<file path="config.mk">
export PLATFORM = sky130hd
export DESIGN_NAME = cby_param_dbuf
export DESIGN_NICKNAME = d
export VERILOG_FILES = /design/src/rtl/cby_pkg.sv /design/src/rtl/cby_ipin_mux.sv /design/src/rtl/cby_param_dbuf.sv
export SDC_FILE = /design/constraint.sdc
export NUM_CORES = 1
export LEC_CHECK = 0
export CAP_MARGIN = 10
export CORE_MARGIN = 5
export CORE_UTILIZATION = 47
export CTS_BUF_LIST = sky130_fd_sc_hd__clkbuf_4 sky130_fd_sc_hd__clkbuf_8
export CTS_CLUSTER_DIAMETER = 60
export CTS_CLUSTER_SIZE = 8
export DETAILED_ROUTE_END_ITERATION = 16
export GPL_TIMING_DRIVEN = 0
export PLACE_DENSITY = 0.8
export SLEW_MARGIN = 20
export SYNTH_ARGS = -nofsm -noshare
export SYNTH_HDL_FRONTEND = slang
export SYNTH_SLANG_ARGS = --single-unit
</file>
<file path="constraint.sdc">
create_clock -name prog_clk -period 2 [get_ports prog_clk]
set_clock_uncertainty 0.1 [all_clocks]
set_input_delay 0.3 -clock prog_clk [delete_from_list [all_inputs] [get_ports prog_clk]]
set_output_delay 0.3 -clock prog_clk [all_outputs]
set_load 0.005 [all_outputs]
</file>
<file path="src/rtl/cby_pkg.sv">
// Shared helpers for the Y-direction connection block: select width and
// track tap mapping for the ipin muxes.
package cby_pkg;

    localparam int SEL_DISCONNECT = 0;

    // One extra code beyond the mux inputs is needed for "disconnected".
    function automatic int sel_width(input int mux_size);
        return $clog2(mux_size + 1);
    endfunction

    function automatic int track_idx(input int p, input int j, input int npin, input int chan_w);
        return (p + j * npin) % chan_w;
    endfunction

endpackage

</file>
<file path="src/rtl/cby_ipin_mux.sv">
// One grid input-pin mux; sel=0 or any out-of-range code drives 0.
module cby_ipin_mux
    import cby_pkg::*;
#(
    parameter int MUX_SIZE = 2,
    parameter int SELW     = 2
) (
    input  logic [MUX_SIZE-1:0] din,
    input  logic [SELW-1:0]     sel,
    output logic                dout
);

    always_comb begin
        dout = 1'b0;
        if (sel != SELW'(SEL_DISCONNECT)) begin
            for (int k = 1; k <= MUX_SIZE; k++) begin
                if (sel == SELW'(k)) dout = din[k-1];
            end
        end
    end

endmodule

</file>
<file path="src/rtl/cby_param_dbuf.sv">
// Y-direction connection block: track pass-through plus ipin muxes whose
// configuration is shifted into a shadow chain and applied only on commit.
module cby_param_dbuf
    import cby_pkg::*;
#(
    parameter int CHAN_W = 5,
    parameter int NPIN   = 4,
    parameter int TAPS   = 1
) (
    input  logic              prog_clk,
    input  logic              pReset,
    input  logic              ccff_en,
    input  logic              ccff_head,
    input  logic              cfg_commit,
    input  logic [CHAN_W-1:0] chany_bottom_in,
    input  logic [CHAN_W-1:0] chany_top_in,
    output logic [CHAN_W-1:0] chany_top_out,
    output logic [CHAN_W-1:0] chany_bottom_out,
    output logic [NPIN-1:0]   ipin_out,
    output logic              ccff_tail,
    output logic              cfg_full,
    output logic              cfg_err
);

    localparam int MUX_SIZE = 2 * TAPS;
    localparam int SELW     = sel_width(MUX_SIZE);
    localparam int CFG_BITS = NPIN * SELW;
    localparam int CNT_W    = $clog2(CFG_BITS + 1);

    if (CFG_BITS < 2) begin : g_bad_cfg
        $error("cby_param_dbuf: CFG_BITS must be at least 2");
    end

    logic [CFG_BITS-1:0] shadow;
    logic [CFG_BITS-1:0] active;
    logic [CNT_W-1:0]    bit_cnt;
    logic                commit_ok;

    assign chany_top_out    = chany_bottom_in;
    assign chany_bottom_out = chany_top_in;
    assign ccff_tail        = shadow[CFG_BITS-1];
    assign cfg_full         = (bit_cnt == CNT_W'(CFG_BITS));
    assign commit_ok        = cfg_commit && cfg_full;

    always_ff @(posedge prog_clk or negedge pReset) begin
        if (!pReset) begin
            shadow  <= '0;
            active  <= '0;
            bit_cnt <= '0;
            cfg_err <= 1'b0;
        end else begin
            if (ccff_en) shadow <= {shadow[CFG_BITS-2:0], ccff_head};
            if (commit_ok) active <= shadow;
            if (cfg_commit && !cfg_full) cfg_err <= 1'b1;
            // A shift landing on the commit edge is the first bit of the next load.
            if (commit_ok) bit_cnt <= ccff_en ? CNT_W'(1) : '0;
            else if (ccff_en && !cfg_full) bit_cnt <= bit_cnt + 1'b1;
        end
    end

    for (genvar p = 0; p < NPIN; p++) begin : g_pin
        logic [MUX_SIZE-1:0] din;
        for (genvar j = 0; j < TAPS; j++) begin : g_tap
            assign din[2*j]   = chany_bottom_in[track_idx(p, j, NPIN, CHAN_W)];
            assign din[2*j+1] = chany_top_in[track_idx(p, j, NPIN, CHAN_W)];
        end
        cby_ipin_mux #(
            .MUX_SIZE(MUX_SIZE),
            .SELW    (SELW)
        ) u_mux (
            .din (din),
            .sel (active[p*SELW +: SELW]),
            .dout(ipin_out[p])
        );
    end

endmodule

</file>
== Word-level counts from Yosys, hierarchy flattened ==
Cells that the tools add are included.
Storage, ports and cells
  word-level logic and storage cells: 38
  register bits: 21
  output and inout bits: 17
  input port bits: 15
Cells by class
  muxes and demuxes: 15
  reduce and logical (&&, ||, !) cells: 9
  eq/ne operators: 9
  $add $sub $neg: 1
Operator list (count)
  $mux W1: 13
  $reduce_bool A2 Y1: 5
  $eq A2 B1 Y1 const B: 4
  $eq A2 B2 Y1 const B: 4
  $mux W4: 2
  $add A4 B1 Y4 const B: 1
  $eq A4 B4 Y1 const B: 1
  $logic_and A1 B1 Y1: 3
  $logic_not A1 Y1: 1

== Logic depth before layout (Yosys ltp) ==
  depth after elaboration: 5
  gate-level depth with buffers: 5
  depth with buffers taken out: 5

== Cells and area by module ==
A second synthesis with hierarchy kept.
Second synthesis, totals
  cells, all modules: 80
  area total of the unflattened synthesis: 1057.3 µm²
Modules (own cells, without submodules)
  cby_param_dbuf: times used 1, seq. area each 525.5 µm², area an instance 977.2 µm², cells an instance 68
  cby_ipin_mux: times used 4, seq. area each 0.0 µm², area an instance 20.0 µm², cells an instance 3

== Least setup slack after synthesis ==
OpenSTA, ideal clock, no wires.
  path type: reg-to-reg
  start: reg bit_cnt[0]
  end: reg bit_cnt[1]
  stages on the path, launching flop included: 6
  path buffers: 0
  slack: 0.472 ns
  period minus slack after synthesis: 1.528 ns
  arrival time: 1.303 ns
  cell sequence: dfrtp_1 > inv_1 > ha_1 > nand4b_4 > a21boi_1 > mux2_4
On the way
  longest elaborated chain between the ends: 4
Ends and longest elaborated chain
  start, declared: RTL line cby_param_dbuf.sv:36  | logic [CNT_W-1:0] bit_cnt;
  start signal, assigned: RTL line cby_param_dbuf.sv:56  | if (commit_ok) bit_cnt <= ccff_en ? CNT_W'(1) : '0;
  start signal, assigned: RTL line cby_param_dbuf.sv:57  | else if (ccff_en && !cfg_full) bit_cnt <= bit_cnt + 1'b1;
  branches (longest 4 deep; another with $add A4 B1 Y4)
Parallel ways; which one is timed is not known. The select of a mux whose other input is x is not followed.
A chain may end at the register's enable or synchronous reset.

== Worst setup path after layout ==
  start: in chany_bottom_in[3]
  end: out ipin_out[3]
On the way
  longest elaborated chain between the ends: 3
Ends and longest elaborated chain
  start, declared: RTL line cby_param_dbuf.sv:15  | input logic [CHAN_W-1:0] chany_bottom_in,
  $mux W1 (2 in a row): RTL line cby_ipin_mux.sv:17  | if (sel == SELW'(k)) dout = din[k-1];
  $mux W1: RTL line cby_ipin_mux.sv:15  | if (sel != SELW'(SEL_DISCONNECT)) begin
  end, declared: RTL line cby_param_dbuf.sv:19  | output logic [NPIN-1:0] ipin_out,
Every way passes these cells.

==> metrics <==
status finished clean; Worst Setup End Kind output port; Post-synth EDFFs 0; Slew Limit Fails 0; antenna diode count 0; Cell Chain, Critical Path clkdlybuf4s50_1, nand3b_1, o21ai_1, buf_4, clkdlybuf4s50_1; GRT Residual Overflow 0; Reg clk slew, reported paths 0.11 ns; DP HPWL 1.345 mm; critical path fanouts, max 2; max_cap viols 0; Core Util, Final about two thirds; async set-reset flop share out of synthesis 100.0%; number of vias per cell between 4 and 5; CTS root buf clkbuf_4; RSZ-0062 raised after global routing no; slowest stage cell, crit path clkdlybuf4s50_1; number of port buffers 29; crit path DAT 1.53 ns; wire per inst about 12 um; CP Launch Type primary input; Peak VDD IR ~0.00065 V; final cell count without fillers 149; reg2reg end bit_cnt[1]; critical setup path kind in -> out; share of cells above drive strength 1 38.02%; number of nets in the final layout about 140; initial antenna violation count 0; Global Route Usage Sum 11.88%; die area 0.003246 sq mm; Distinct cells, synth 19; placed insts 141; hold slack roughly 0.38 ns; hold worst-path end cfg_err; Synth Register Bits 21; Final Hold Viols 0; H-Tree Depth 1; Rows 17; final worst setup slack 0.06619 ns; number of global-route vias before repair 738; Syn Inst Count between 80 and 90; I/O pin count 32; area grow syn2layout 38.96%; Reg-to-Reg Start bit_cnt[1]; CTS buffer count 3; Max transition margin approximately two fifths; r2r setup slk approximately 0.38 ns; DRC viols 0; upper clock frequency limit 517.1 MHz; fin crit share 96.69%; Post-Syn Area 0.001037 sq mm; Initial Util 48.28%; ANT nets after route 0; worst-skew pair later-pin latency 0.30 ns; Syn Nets 101; Worst path max stage delay 0.48 ns; Worst Hold Class reg -> reg; DIE WIDTH between 50 and 60 um; core box area 0.002148 sq mm; final setup fails 0; Via Count between 700 and 800; Slew @ Worst Pin 0.9012 ns; Most used DFF post-synth dfrtp_1; Leak ~0.71 nW; Worst Hold Path Cells 1; Synth Area per Inst ~12 sq um; length of the first detailed-routing pass in iterations 4; initial detailed-routing violation count 12; Hold Startpoint cfg_err; cell area power density around 1100 mW/mm^2; Sink Count 21; CP most frequent cell clkdlybuf4s50_1; Seq/Total Area, Yosys 50.66%; die height 56.98 um; CP required 1.60 ns; CTS tree done; largest net degree at the start of global routing 22; R2R cell count 6; final critical-path required period 1.934 ns; CTS Buffer Depth 2; first-pass GRT wire length 3.187 mm; count of hold-fix buffers inserted at cts 0; final WL about 1.8 mm; total number of yosys warnings 0; setup slack after placement -0.02722 ns; gpl congestion 0.7481
[sequential cells by signal, summed over array words and instances, names as in the netlist]
name / flops
cfg_err: 1
shadow: 8
active: 8
bit_cnt: 4
[area by class of cell]
class / count / area (sq um)
Fill cell: 182 / 706.9
Multi-Input combinational cell: 45 / 402.9
Tap cell: 28 / 35.03
Sequential cell: 21 / 525.5
Buffer: 15 / 110.1
Clock buffer: 4 / 30.03
Timing Repair Buffer: 33 / 326.6
Inverter: 3 / 11.26
[report_power, final]
| group | internal, mW | switching, mW |
|---|---|---|
| clock network | 0.0912 | 0.121 |
| logic | 0.409 | 0.199 |
| registers | 0.583 | 0.117 |
[Yosys cell counts (2+ instances only)]
library cell	number	share of area, %
xor2_1	2	1.7
o21ai_0	5	2.4
nor2_1	2	0.72
buf_4	14	10
nand3b_1	5	3.6
inv_1	3	1.1
mux2_2	16	17
ha_1	2	2.4
nand2_1	5	1.8
dfrtp_1	21	51
[metal layers]
layer / share of wire (%) / up-vias / global-route usage (%)
met5: 0 / - / 0
met4: 0.51 / 0 / 2.318
met3: 6.5 / 2 / 2.715
met2: 52 / 20 / 21.53
met1: 41 / 329 / 14.43
li1: - / 352 / -
[per-stage QoR]
step           cell area, sq um  TNS (ns)  total power, mW
6_report                   1441         0            1.520
5_1_grt                    1441         0            1.647
4_1_cts                    1434         0            1.537
3_5_place_dp               1363  -0.02722            1.261
3_3_place_gp               1363         0            1.233
2_1_floorplan              1037         0            1.041
[placed cells by master (no fill, tap or decap)]
cell             Yosys  final
buf_4               14     19
nand4_1              1      1
inv_2                0      3
mux2_4               1      1
dlymetal6s2s_1       0      4
clkdlybuf4s50_1      0     23
nand4b_4             1      1
a21o_1               1      1
o21ai_0              5      1
xor2_1               2      2
a21boi_1             1      1
a21oi_1              1      1
buf_2                1      1
ha_1                 2      1
o21ai_1              0      4
dlygate4sd2_1        0      1
nand3b_1             5      5
ha_4                 0      1
nand2_1              5      5
dfrtp_1             21     21
and3_1               1      1
a211oi_1             1      1
clkbuf_4             0      4
nor2_1               2      2
mux2_2              16     16
[cell families (layout without fill, tap and decap cells)]
kind of cell	count (synthesis)	in the layout	share of synthesized area [%]
muxes	17	17	18.82
and+or+nand+nor	15	15	9.652
DFF	21	21	50.66
AOI/OAI and AO/OA	9	9	5.066
buffers and inverters	18	55	11.70
xor gates and xnor gates	2	2	1.689
adders and majority gates	2	2	2.412
[worst max-delay path by stage]
stage / start / end / slack (ns) / cells past startpoint
floorplan: bit_cnt[0] / bit_cnt[1] / 0.47 / 5
global placement: chany_top_in[1] / ipin_out[1] / 0.03 / 5
detailed placement: chany_top_in[0] / ipin_out[0] / -0.03 / 5
CTS: chany_top_in[0] / ipin_out[0] / 0.01 / 5
global route: active[4] / ipin_out[2] / 0.008 / 4
finish: chany_bottom_in[3] / ipin_out[3] / 0.07 / 5
[worst max-delay path, delay by kind of cell]
| kind | cells | cell delay [ns] |
|---|---|---|
| and+or+nand+nor | 1 | 0.08 |
| buffers and inverters | 3 | 1.07 |
| AOI/OAI and AO/OA | 1 | 0.08 |
[repair_timing]
action / CTS / global route
setup endpoints to repair: 2 / 4
resized for setup: 7 / 8
setup buffers: 4 / 0
hold endpoints to repair: 0 / 0
pin swaps: 1 / 1
Power figures use the tool's default switching activity.
